File: src/rtl/obstacle_field.sv
// Scrolling obstacle field: NUM_OBS obstacles move left by speed each enabled frame,
// respawn at X_SPAWN with an LFSR-derived Y, and a saturating counter tallies respawns.
module obstacle_field #(
    parameter int NUM_OBS   = 4,
    parameter int X_INIT    = 320,
    parameter int X_SPACING = 160,
    parameter int X_SPAWN   = 640,
    parameter int Y_MIN     = 60,
    parameter int Y_MAX     = 400,
    parameter int OBS_W     = 50,
    parameter int OBS_H     = 40
) (
    input  logic                   frame_clk,
    input  logic                   Reset,
    input  logic                   enable,
    input  logic [2:0]             speed,
    output logic [10*NUM_OBS-1:0]  ObsX,
    output logic [10*NUM_OBS-1:0]  ObsY,
    output logic [9:0]             ObsWidth,
    output logic [9:0]             ObsHeight,
    output logic                   wrap_pulse,
    output logic [15:0]            score
);

    localparam logic [9:0] Y_RANGE = 10'(Y_MAX - Y_MIN);
    localparam logic [9:0] Y_BASE  = 10'(Y_MIN);
    localparam logic [9:0] Y_RESET = 10'((Y_MIN + Y_MAX) / 2);
    localparam logic [9:0] SPAWN_X = 10'(X_SPAWN);
    localparam logic [9:0] SEED    = 10'h2A5;

    logic [9:0]            lfsr;
    logic [9:0]            lfsr_next;
    logic [9:0]            step;
    logic [NUM_OBS-1:0]    respawn;
    logic [10*NUM_OBS-1:0] x_next;
    logic [10*NUM_OBS-1:0] y_next;
    logic [10*NUM_OBS-1:0] x_reset;
    logic [3:0]            respawn_cnt;
    logic [16:0]           score_sum;
    logic [15:0]           score_next;

    function automatic logic [9:0] rotl10(input logic [9:0] v, input int n);
        rotl10 = (v << n) | (v >> (10 - n));
    endfunction

    // The band holds at least 256 values, so one conditional subtraction folds
    // any 9-bit offset back into range.
    function automatic logic [9:0] map_y(input logic [9:0] v);
        logic [9:0] off;
        off = {1'b0, v[8:0]};
        if (off > Y_RANGE)
            off = off - Y_RANGE - 10'd1;
        map_y = Y_BASE + off;
    endfunction

    assign ObsWidth  = 10'(OBS_W);
    assign ObsHeight = 10'(OBS_H);

    assign step      = {7'b0, speed};
    assign lfsr_next = {lfsr[8:0], lfsr[9] ^ lfsr[6]};

    for (genvar i = 0; i < NUM_OBS; i++) begin : g_obs
        logic [9:0] x_cur;
        assign x_cur                = ObsX[10*i +: 10];
        assign respawn[i]           = x_cur < step;
        assign x_next[10*i +: 10]   = respawn[i] ? SPAWN_X : x_cur - step;
        assign y_next[10*i +: 10]   = respawn[i] ? map_y(rotl10(lfsr, i)) : ObsY[10*i +: 10];
        assign x_reset[10*i +: 10]  = 10'(X_INIT + i * X_SPACING);
    end

    always_comb begin
        respawn_cnt = 4'($countones(respawn));
        score_sum   = {1'b0, score} + {13'b0, respawn_cnt};
        score_next  = score_sum[16] ? '1 : score_sum[15:0];
    end

    always_ff @(posedge frame_clk) begin
        if (Reset) begin
            ObsX       <= x_reset;
            ObsY       <= {NUM_OBS{Y_RESET}};
            lfsr       <= SEED;
            score      <= '0;
            wrap_pulse <= 1'b0;
        end else if (enable) begin
            ObsX       <= x_next;
            ObsY       <= y_next;
            lfsr       <= lfsr_next;
            score      <= score_next;
            wrap_pulse <= |respawn;
        end else begin
            wrap_pulse <= 1'b0;
        end
    end

endmodule
File: config.mk
export PLATFORM = sky130hd
export DESIGN_NAME = obstacle_field
export DESIGN_NICKNAME = d
export VERILOG_FILES = /design/src/rtl/obstacle_field.sv
export SDC_FILE = /design/constraint.sdc
export NUM_CORES = 1
export LEC_CHECK = 0
export BUFFER_PORTS_ARGS = -buffer_cell sky130_fd_sc_hd__clkbuf_2
export CORE_MARGIN = 2
export CORE_UTILIZATION = 30
export CTS_CLUSTER_DIAMETER = 50
export DETAILED_ROUTE_END_ITERATION = 12
export GPL_ROUTABILITY_DRIVEN = 1
export GPL_TIMING_DRIVEN = 0
export SLEW_MARGIN = 30
export SYNTH_ARGS = -nofsm -noshare
export SYNTH_HDL_FRONTEND = slang
export SYNTH_SLANG_ARGS = --single-unit
File: constraint.sdc
create_clock -name frame_clk -period 3.6 [get_ports frame_clk]
set_input_delay 0.72 -clock frame_clk [delete_from_list [all_inputs] [get_ports frame_clk]]
set_output_delay 0.72 -clock frame_clk [all_outputs]
set_load 0.02 [all_outputs]
==> results.rst, run 1 <==
.. list-table::
   :header-rows: 1

   * - Metric
     - Value
   * - Run status
     - finished clean
   * - Fraction of final layout cells with drive strength greater than 1
     - 22.4%
   * - Yosys synthesis warning count
     - 0
   * - Cell area after layout
     - around 8400 sq um
   * - Deepest clock path buffer count
     - 2
   * - Setup repair after global routing missed its margin
     - true
   * - Initial core utilization
     - a little under a third
   * - First-pass iteration count of the detailed router
     - 5
   * - Period minus WS final
     - 3.56 ns
   * - Power per unit of standard cell area
     - roughly 390 nW/um^2
   * - CTS buffer count
     - 9
   * - Clock latency at the later pin of the worst-skew pair
     - about 0.36 ns
   * - Count of endpoints failing setup in the final report
     - 0
   * - Number of buffers added on ports
     - around 100
   * - Core Box Area
     - 22400 sq um
   * - I/O pin cnt
     - 123
   * - Number of antenna violations at the first check in global routing
     - 0
   * - Final Max Slew Viols
     - 0
   * - Number of buffer and inverter stages on the critical path
     - 5
   * - Most common cell type on the critical path
     - sky130_fd_sc_hd__fa_2
   * - Final worst setup slack
     - 0.0447 ns
   * - Actual slew at the worst max-slew pin
     - 0.913 ns
   * - Setup Skew
     - between 0.009 and 0.01 ns
   * - Static power due to leakage
     - about 3.4 nW
   * - Endpoint arrival time on the critical path
     - between 3 and 4 ns
   * - Gr usage total
     - a little under a fifth
   * - Global placement routability congestion
     - between 0.9 and 1
   * - GRT overflow
     - 0
   * - Total net switching power
     - 0.00115 W
   * - Die boundary width
     - roughly 150 microns
   * - Instance count of the mapped netlist
     - between 800 and 900
   * - Critical path capture point type
     - register
   * - Area growth from synthesis to layout
     - 23.4%
   * - Post-synthesis average cell area
     - ~8 sq um
   * - Mean routed wirelength per cell
     - 17.1 microns
   * - Die span in y
     - 154 microns
   * - DRT Wirelength
     - around 22 mm
   * - Proportion of synthesized chip area in sequential cells
     - 31.6%
   * - Worst setup SP type
     - input port
   * - Via density per instance
     - between 5 and 6
   * - Layout Nets
     - 1039
   * - Gate power share
     - 28.0%
   * - Root buffer cell
     - sky130_fd_sc_hd__clkbuf_16
   * - Primary FF master, synth
     - sky130_fd_sc_hd__dfxtp_1
   * - Gate family responsible for the most delay along the worst path
     - adder cells
   * - Clock sinks
     - around 110
   * - Hold/Removal Path Class
     - register to register
   * - VDD IR-drop max
     - between 0.0002 and 0.00025 V
   * - Required time at the worst-slack endpoint
     - 3.90 ns
   * - Flip-flop and latch count after synthesis
     - roughly 110
   * - Sum of negative setup slack
     - 0 ns
   * - Slowest cell on the critical path
     - sky130_fd_sc_hd__fa_1
   * - TritonCTS clock tree
     - built
   * - F_max
     - 281 MHz
   * - Area of the mapped netlist
     - 6780 sq um
   * - Max incr delay on CP
     - 0.53 ns
   * - Distinct cells, synth
     - 76
   * - H-tree Lvls
     - 3
   * - Number of maximum-capacitance violations
     - 0
   * - List of cells traversed by the critical path
     - buf_8, ha_4, inv_2, fa_2, nand2_1, and4_4, clkinvlp_4, fa_1, fa_2, inv_2, fa_2, nand2_2, nor3_4, nand2_2, buf_6, a21oi_2
   * - Seq pwr share
     - between 40% and 50%
   * - WS Path Type
     - input port to register
   * - Relative slew margins
     - about two fifths
   * - Cell row count
     - 55
   * - Async set-or-reset flop fraction in the synthesized netlist
     - 0%
   * - Global-route wire length before repair
     - 34.0 mm
   * - Via count
     - 6586
   * - Final hold violation count
     - 0
   * - Full die area
     - 23800 sq um
   * - Maximum fanout encountered on the critical timing path
     - 5
   * - Antenna cells
     - 0
   * - Switching part of the total power
     - about a third
   * - Internal Dissipation
     - about 0.0021 W
   * - Starting DRT DRC Count
     - 400
   * - Post-DP HPWL
     - 16.2 mm
   * - Part of the power in the clock network
     - between 30% and 40%
   * - Count of nets left with antenna violations after detail routing
     - 0
   * - Final clock period utilization by the worst path
     - between 90% and 100%
   * - Area post-placement
     - between 7000 and 8000 sq um
   * - Number of enable flip-flop cells after synthesis
     - 0
   * - Maximum number of pins on one net before global-route repair
     - 19
   * - Clock transition time at the flip-flop clock pins of the worst setup and hold paths
     - around 0.080 ns
   * - Worst slack, placed
     - -0.759 ns
   * - DRC violations left
     - 0
   * - Vias in the first global route
     - slightly above 6000
==> registers in the layout, summed over array words and instances, names as in the netlist <==
name / cells
score: 16
wrap_pulse: 1
lfsr: 10
ObsY: 40
ObsX: 40
==> what timing repair did <==
| action | in CTS | in global routing |
|---|---|---|
| resized for setup | 10 | 40 |
| endpoints found under the setup margin | 26 | 19 |
| setup buffers | 4 | 15 |
| hold buffers | 0 | 0 |
| cloned | 0 | 1 |
| pin swaps | 1 | 17 |
==> through the flow <==
| stage | utilization, % | hold WS, ns | total power (W) | cells |
|---|---|---|---|---|
| finish | 37.3 | 0.450 | 0.00327 | 1283 |
| global route | 37.3 | 0.475 | 0.00344 | 1283 |
| CTS | 36.2 | 0.455 | 0.00326 | 1268 |
| detailed placement | 34.6 | 0.444 | 0.00224 | 1248 |
| global placement | 34.6 | 0.431 | 0.00224 | 1248 |
| floorplan | - | 0.516 | 0.00200 | 861 |
==> cells by family (layout without fill, tap and decap cells) <==
| logic type | count (synthesis) | in the layout | share of synthesized area (%) |
|---|---|---|---|
| AO/OA/AOI/OAI | 189 | 189 | 18.2 |
| XOR/XNOR | 74 | 74 | 9.56 |
| adder cells (fa/ha/maj) | 40 | 40 | 8.16 |
| buffers and inverters | 97 | 234 | 6.92 |
| flip-flops | 107 | 107 | 31.6 |
| multiplexers | 8 | 8 | 1.18 |
| other | 2 | 20 | 0.111 |
| AND/OR/NAND/NOR | 326 | 326 | 24.2 |
==> area by class of cell <==
cell class | count | area [sq um]
buffer | 67 | 370
clock buffer | 11 | 253
clock inverter | 5 | 43.8
fill | 2337 | 14100
inverter | 29 | 116
multi-input combinational | 657 | 4390
sequential | 107 | 2140
tap | 285 | 357
timing repair buffer | 122 | 688
==> synthesized netlist by cell type (8+ instances only) <==
library cell	instances	area, sq um
sky130_fd_sc_hd__dfxtp_1	107	2140
sky130_fd_sc_hd__nor2_1	79	297
sky130_fd_sc_hd__a21oi_1	67	335
sky130_fd_sc_hd__nand2_1	66	248
sky130_fd_sc_hd__xnor2_1	46	403
sky130_fd_sc_hd__nand3_1	39	195
sky130_fd_sc_hd__nor3_1	39	195
sky130_fd_sc_hd__ha_1	33	413
sky130_fd_sc_hd__o21ai_0	31	155
sky130_fd_sc_hd__inv_1	28	105
sky130_fd_sc_hd__xor2_1	28	245
sky130_fd_sc_hd__clkbuf_1	27	101
sky130_fd_sc_hd__a211oi_1	21	158
sky130_fd_sc_hd__buf_4	20	150
sky130_fd_sc_hd__nand2b_1	16	100
sky130_fd_sc_hd__nor2b_1	14	87.6
sky130_fd_sc_hd__buf_2	12	60.1
sky130_fd_sc_hd__nor4_1	11	68.8
sky130_fd_sc_hd__o211ai_1	11	82.6
sky130_fd_sc_hd__nand3b_1	9	67.6
sky130_fd_sc_hd__nand4_1	9	56.3
sky130_fd_sc_hd__or3_1	9	56.3
sky130_fd_sc_hd__mux2i_1	8	80.1
==> path summary, 6_finish.rpt <==
| check | from | to | slack, ns | cells after the start |
|---|---|---|---|---|
| max reg2reg | ObsX[20] | score[6] | 0.07 | 16 |
| max | speed[0] | score[6] | 0.04 | 16 |
| min | ObsY[29] | ObsY[29] | 0.45 | 2 |
| min reg2reg | ObsY[29] | ObsY[29] | 0.45 | 2 |
==> layer usage <==
metal	track usage, %	vias up	share of wire [%]
li1	-	3228	-
met4	6.83	0	2.7
met3	3.11	32	5.4
met5	0	-	0
met1	23.5	3119	45
met2	30.0	207	47
==> placed cells by master, fill, tap and decap left out, types with 6 or more instances in the layout <==
master,netlist,routed
sky130_fd_sc_hd__buf_1,7,7
sky130_fd_sc_hd__and3_1,6,6
sky130_fd_sc_hd__dfxtp_1,107,106
sky130_fd_sc_hd__xnor2_1,46,46
sky130_fd_sc_hd__nor3_1,39,38
sky130_fd_sc_hd__o21ai_0,31,31
sky130_fd_sc_hd__nand3b_1,9,9
sky130_fd_sc_hd__ha_1,33,32
sky130_fd_sc_hd__a21oi_2,0,9
sky130_fd_sc_hd__a21o_1,7,7
sky130_fd_sc_hd__inv_1,28,23
sky130_fd_sc_hd__conb_1,2,20
sky130_fd_sc_hd__a211oi_1,21,19
sky130_fd_sc_hd__buf_6,2,7
sky130_fd_sc_hd__nor4_1,11,11
sky130_fd_sc_hd__clkbuf_16,0,9
sky130_fd_sc_hd__nand4_1,9,9
sky130_fd_sc_hd__clkbuf_1,27,24
sky130_fd_sc_hd__xor2_1,28,27
sky130_fd_sc_hd__nand2_1,66,62
sky130_fd_sc_hd__a211o_1,6,6
sky130_fd_sc_hd__nor2_1,79,76
sky130_fd_sc_hd__clkbuf_2,0,100
sky130_fd_sc_hd__buf_4,20,38
sky130_fd_sc_hd__a21oi_1,67,58
sky130_fd_sc_hd__nor2b_1,14,14
sky130_fd_sc_hd__buf_2,12,11
sky130_fd_sc_hd__mux2i_1,8,8
sky130_fd_sc_hd__or3_1,9,9
sky130_fd_sc_hd__nand2b_1,16,16
sky130_fd_sc_hd__nand3_1,39,37
sky130_fd_sc_hd__o211ai_1,11,11
==> tightest hold or removal path, cell delays in order (launching register included) <==
cell and delay [ns]:
sky130_fd_sc_hd__dfxtp_1 0.32, sky130_fd_sc_hd__nand2_1 0.05, sky130_fd_sc_hd__nand2_1 0.04
==> power groups by stage <==
stage	logic (W)	clock network (W)	registers, W
2_1_floorplan	0.000589	0	0.00141
3_3_place_gp	0.000876	0	0.00136
3_5_place_dp	0.000878	0	0.00136
4_1_cts	0.000895	0.00103	0.00134
5_1_grt	0.00101	0.00108	0.00135
6_report	0.000918	0.00102	0.00134
Note: power is estimated with default switching activity, not from simulation.
==> run 2: changes to the inputs <==
- CORE_UTILIZATION: 30 -> 40
- clock period: 3.6 -> 3.02 ns (I/O delays scaled with it)
==> results.rst, run 2 (synthesis results as in run 1) <==
.. list-table::
   :header-rows: 1

   * - Metric
     - Value
   * - Worst setup SP type
     - input port
   * - Maximum fanout encountered on the critical timing path
     - 5
   * - Global-route wire length before repair
     - ~33 mm
   * - Critical path capture point type
     - register
   * - F_max
     - 295 MHz
   * - Post-DP HPWL
     - roughly 15 mm
   * - Starting DRT DRC Count
     - between 400 and 500
   * - Setup repair after global routing missed its margin
     - true
   * - Count of endpoints failing setup in the final report
     - 16
   * - Power per unit of standard cell area
     - 457 nW/um^2
   * - Layout Nets
     - about 1100
   * - Number of cells after detailed placement
     - around 1200
   * - Count of nets left with antenna violations after detail routing
     - 0
   * - Antenna cells
     - 0
   * - Required time at the worst-slack endpoint
     - between 3 and 4 ns
   * - H-tree Lvls
     - 3
   * - VDD IR-drop max
     - 0.000266 V
   * - Final hold violation count
     - 0
   * - Relative slew margins
     - roughly two fifths
   * - Number of antenna violations at the first check in global routing
     - 0
   * - Core Box Area
     - 16600 sq um
   * - Layout fillers
     - around 1700
   * - Final Max Slew Viols
     - 0
   * - Clock latency at the later pin of the worst-skew pair
     - between 0.3 and 0.4 ns
   * - Gr usage total
     - 23.2%
   * - Endpoint arrival time on the critical path
     - between 3 and 4 ns
   * - Biggest registers after layout
     - ObsX x40, ObsY x40, score x16
   * - Full die area
     - ~18000 sq um
   * - Number of maximum-capacitance violations
     - 0
   * - Area growth from synthesis to layout
     - 25.2%
   * - Actual slew at the worst max-slew pin
     - roughly 0.9 ns
   * - Post-Route Hold Slack
     - 0.443 ns
   * - Final clock period utilization by the worst path
     - 112%
   * - Violations in the final reports
     - setup timing
   * - Number of buffers added on ports
     - around 100
   * - GRT overflow
     - 0
   * - Vias in the first global route
     - between 6000 and 7000
   * - Clock sinks
     - between 100 and 150
   * - Maximum number of pins on one net before global-route repair
     - 17
   * - Initial core utilization
     - 40.9%
   * - Mean routed wirelength per cell
     - between 15 and 20 microns
   * - WS Path Type
     - input port to register
   * - Run status
     - finished, violations left
   * - Fraction of final layout cells with drive strength greater than 1
     - roughly a quarter
   * - TritonCTS clock tree
     - built
   * - DRC violations left
     - 0
   * - Period minus WS final
     - 3.39 ns
   * - CTS buffer count
     - 9
   * - Root buffer cell
     - sky130_fd_sc_hd__clkbuf_16
   * - Via density per instance
     - 5.43
   * - Die span in y
     - around 130 microns
   * - Static power due to leakage
     - 3.47 nW
   * - Deepest clock path buffer count
     - 2
   * - Global placement routability congestion
     - ~0.90
   * - I/O pin cnt
     - between 100 and 150
   * - First-pass iteration count of the detailed router
     - 5
   * - Via count
     - 6712
   * - DRT Wirelength
     - roughly 21 mm
   * - Clock transition time at the flip-flop clock pins of the worst setup and hold paths
     - roughly 0.070 ns
   * - Leading cell type in the layout, fill and taps excluded
     - sky130_fd_sc_hd__dfxtp_1
   * - Setup Skew
     - about 0.0065 ns
   * - Final cell count without fillers
     - 1235
   * - Die boundary width
     - 134 microns
   * - Core occupancy in the finished layout
     - between 50% and 60%
   * - Final worst setup slack
     - -0.371 ns
   * - Total power after layout
     - 0.00388 W
   * - Commonest cells after routing, fill and taps aside
     - 103 x sky130_fd_sc_hd__dfxtp_1, 101 x sky130_fd_sc_hd__clkbuf_2, 76 x sky130_fd_sc_hd__nor2_1
   * - Hold/Removal Path Class
     - register to register
   * - Cell row count
     - 47
-- run 2: changes by cell type in the layout (fill, tap and decap cells not counted), moves of 3 or more --
cell / previous run / this run
sky130_fd_sc_hd__dfxtp_1: 106 / 103
sky130_fd_sc_hd__buf_4: 38 / 55
sky130_fd_sc_hd__inv_1: 23 / 20
sky130_fd_sc_hd__buf_6: 7 / 4
-- run 2: path summary, 6_finish.rpt --
check	start	end	slack, ns	cells past startpoint
max	speed[0]	score[13]	-0.37	15
min	ObsY[29]	ObsY[29]	0.44	2
max reg2reg	ObsX[0]	score[13]	-0.36	15
min reg2reg	ObsY[29]	ObsY[29]	0.44	2
-- run 2: what timing repair did --
action	in CTS	in global routing
pin swaps	14	19
endpoints found under the setup margin	32	29
hold endpoints to repair	0	0
buffers inserted	15	21
resized for setup	23	33
gates cloned	1	0
hold buffers	0	0
-- run 2: metrics by stage --
stage / worst slack [ns] / cell area [sq um] / setup TNS [ns]
final: -0.371 / 8480 / -5.16
after global routing: -0.482 / 8480 / -7.11
after CTS: -0.297 / 8220 / -4.12
after detailed placement: -1.13 / 7730 / -20.51
after global placement: -1.13 / 7730 / -20.98
after floorplan: -0.415 / 6940 / -5.64
-- run 2: area by class of cell --
type | instances | area (sq um) | area share, %
multi-input combinational | 657 | 4440 | 52.4
inverter | 29 | 124 | 1.46
clock inverter | 3 | 22.5 | 0.265
timing repair buffer | 139 | 811 | 9.56
clock buffer | 12 | 246 | 2.91
sequential | 107 | 2150 | 25.3
tap | 220 | 275 | 3.24
buffer | 68 | 413 | 4.87
-- run 2: critical path, stage by stage --
cell	delay [ns]
sky130_fd_sc_hd__clkbuf_4	0.15
sky130_fd_sc_hd__ha_4	0.14
sky130_fd_sc_hd__inv_2	0.04
sky130_fd_sc_hd__fa_2	0.41
sky130_fd_sc_hd__a211oi_4	0.27
sky130_fd_sc_hd__nand2_2	0.12
sky130_fd_sc_hd__fa_1	0.51
sky130_fd_sc_hd__fa_2	0.35
sky130_fd_sc_hd__inv_2	0.08
sky130_fd_sc_hd__fa_2	0.27
sky130_fd_sc_hd__nand2_2	0.08
sky130_fd_sc_hd__nor3_4	0.22
sky130_fd_sc_hd__nand2_2	0.13
sky130_fd_sc_hd__buf_8	0.19
sky130_fd_sc_hd__a21oi_2	0.13
-- run 2: per-layer routing --
layer | wire length, microns | track usage, % | vias to the layer above | part of all wire [%]
met5 | 0 | 0 | - | 0
met1 | 9610 | 30.9 | 3200 | 45
li1 | - | - | 3265 | -
met4 | 545 | 8.83 | 0 | 2.5
met3 | 1100 | 2.72 | 37 | 5.1
met2 | 10200 | 38.6 | 210 | 47
-- run 2: report_power, final --
part           switching [W]  total [W]  internal (W)
clock network       0.000558    0.00114      0.000583
registers           0.000102    0.00159       0.00149
logic               0.000686    0.00114      0.000459
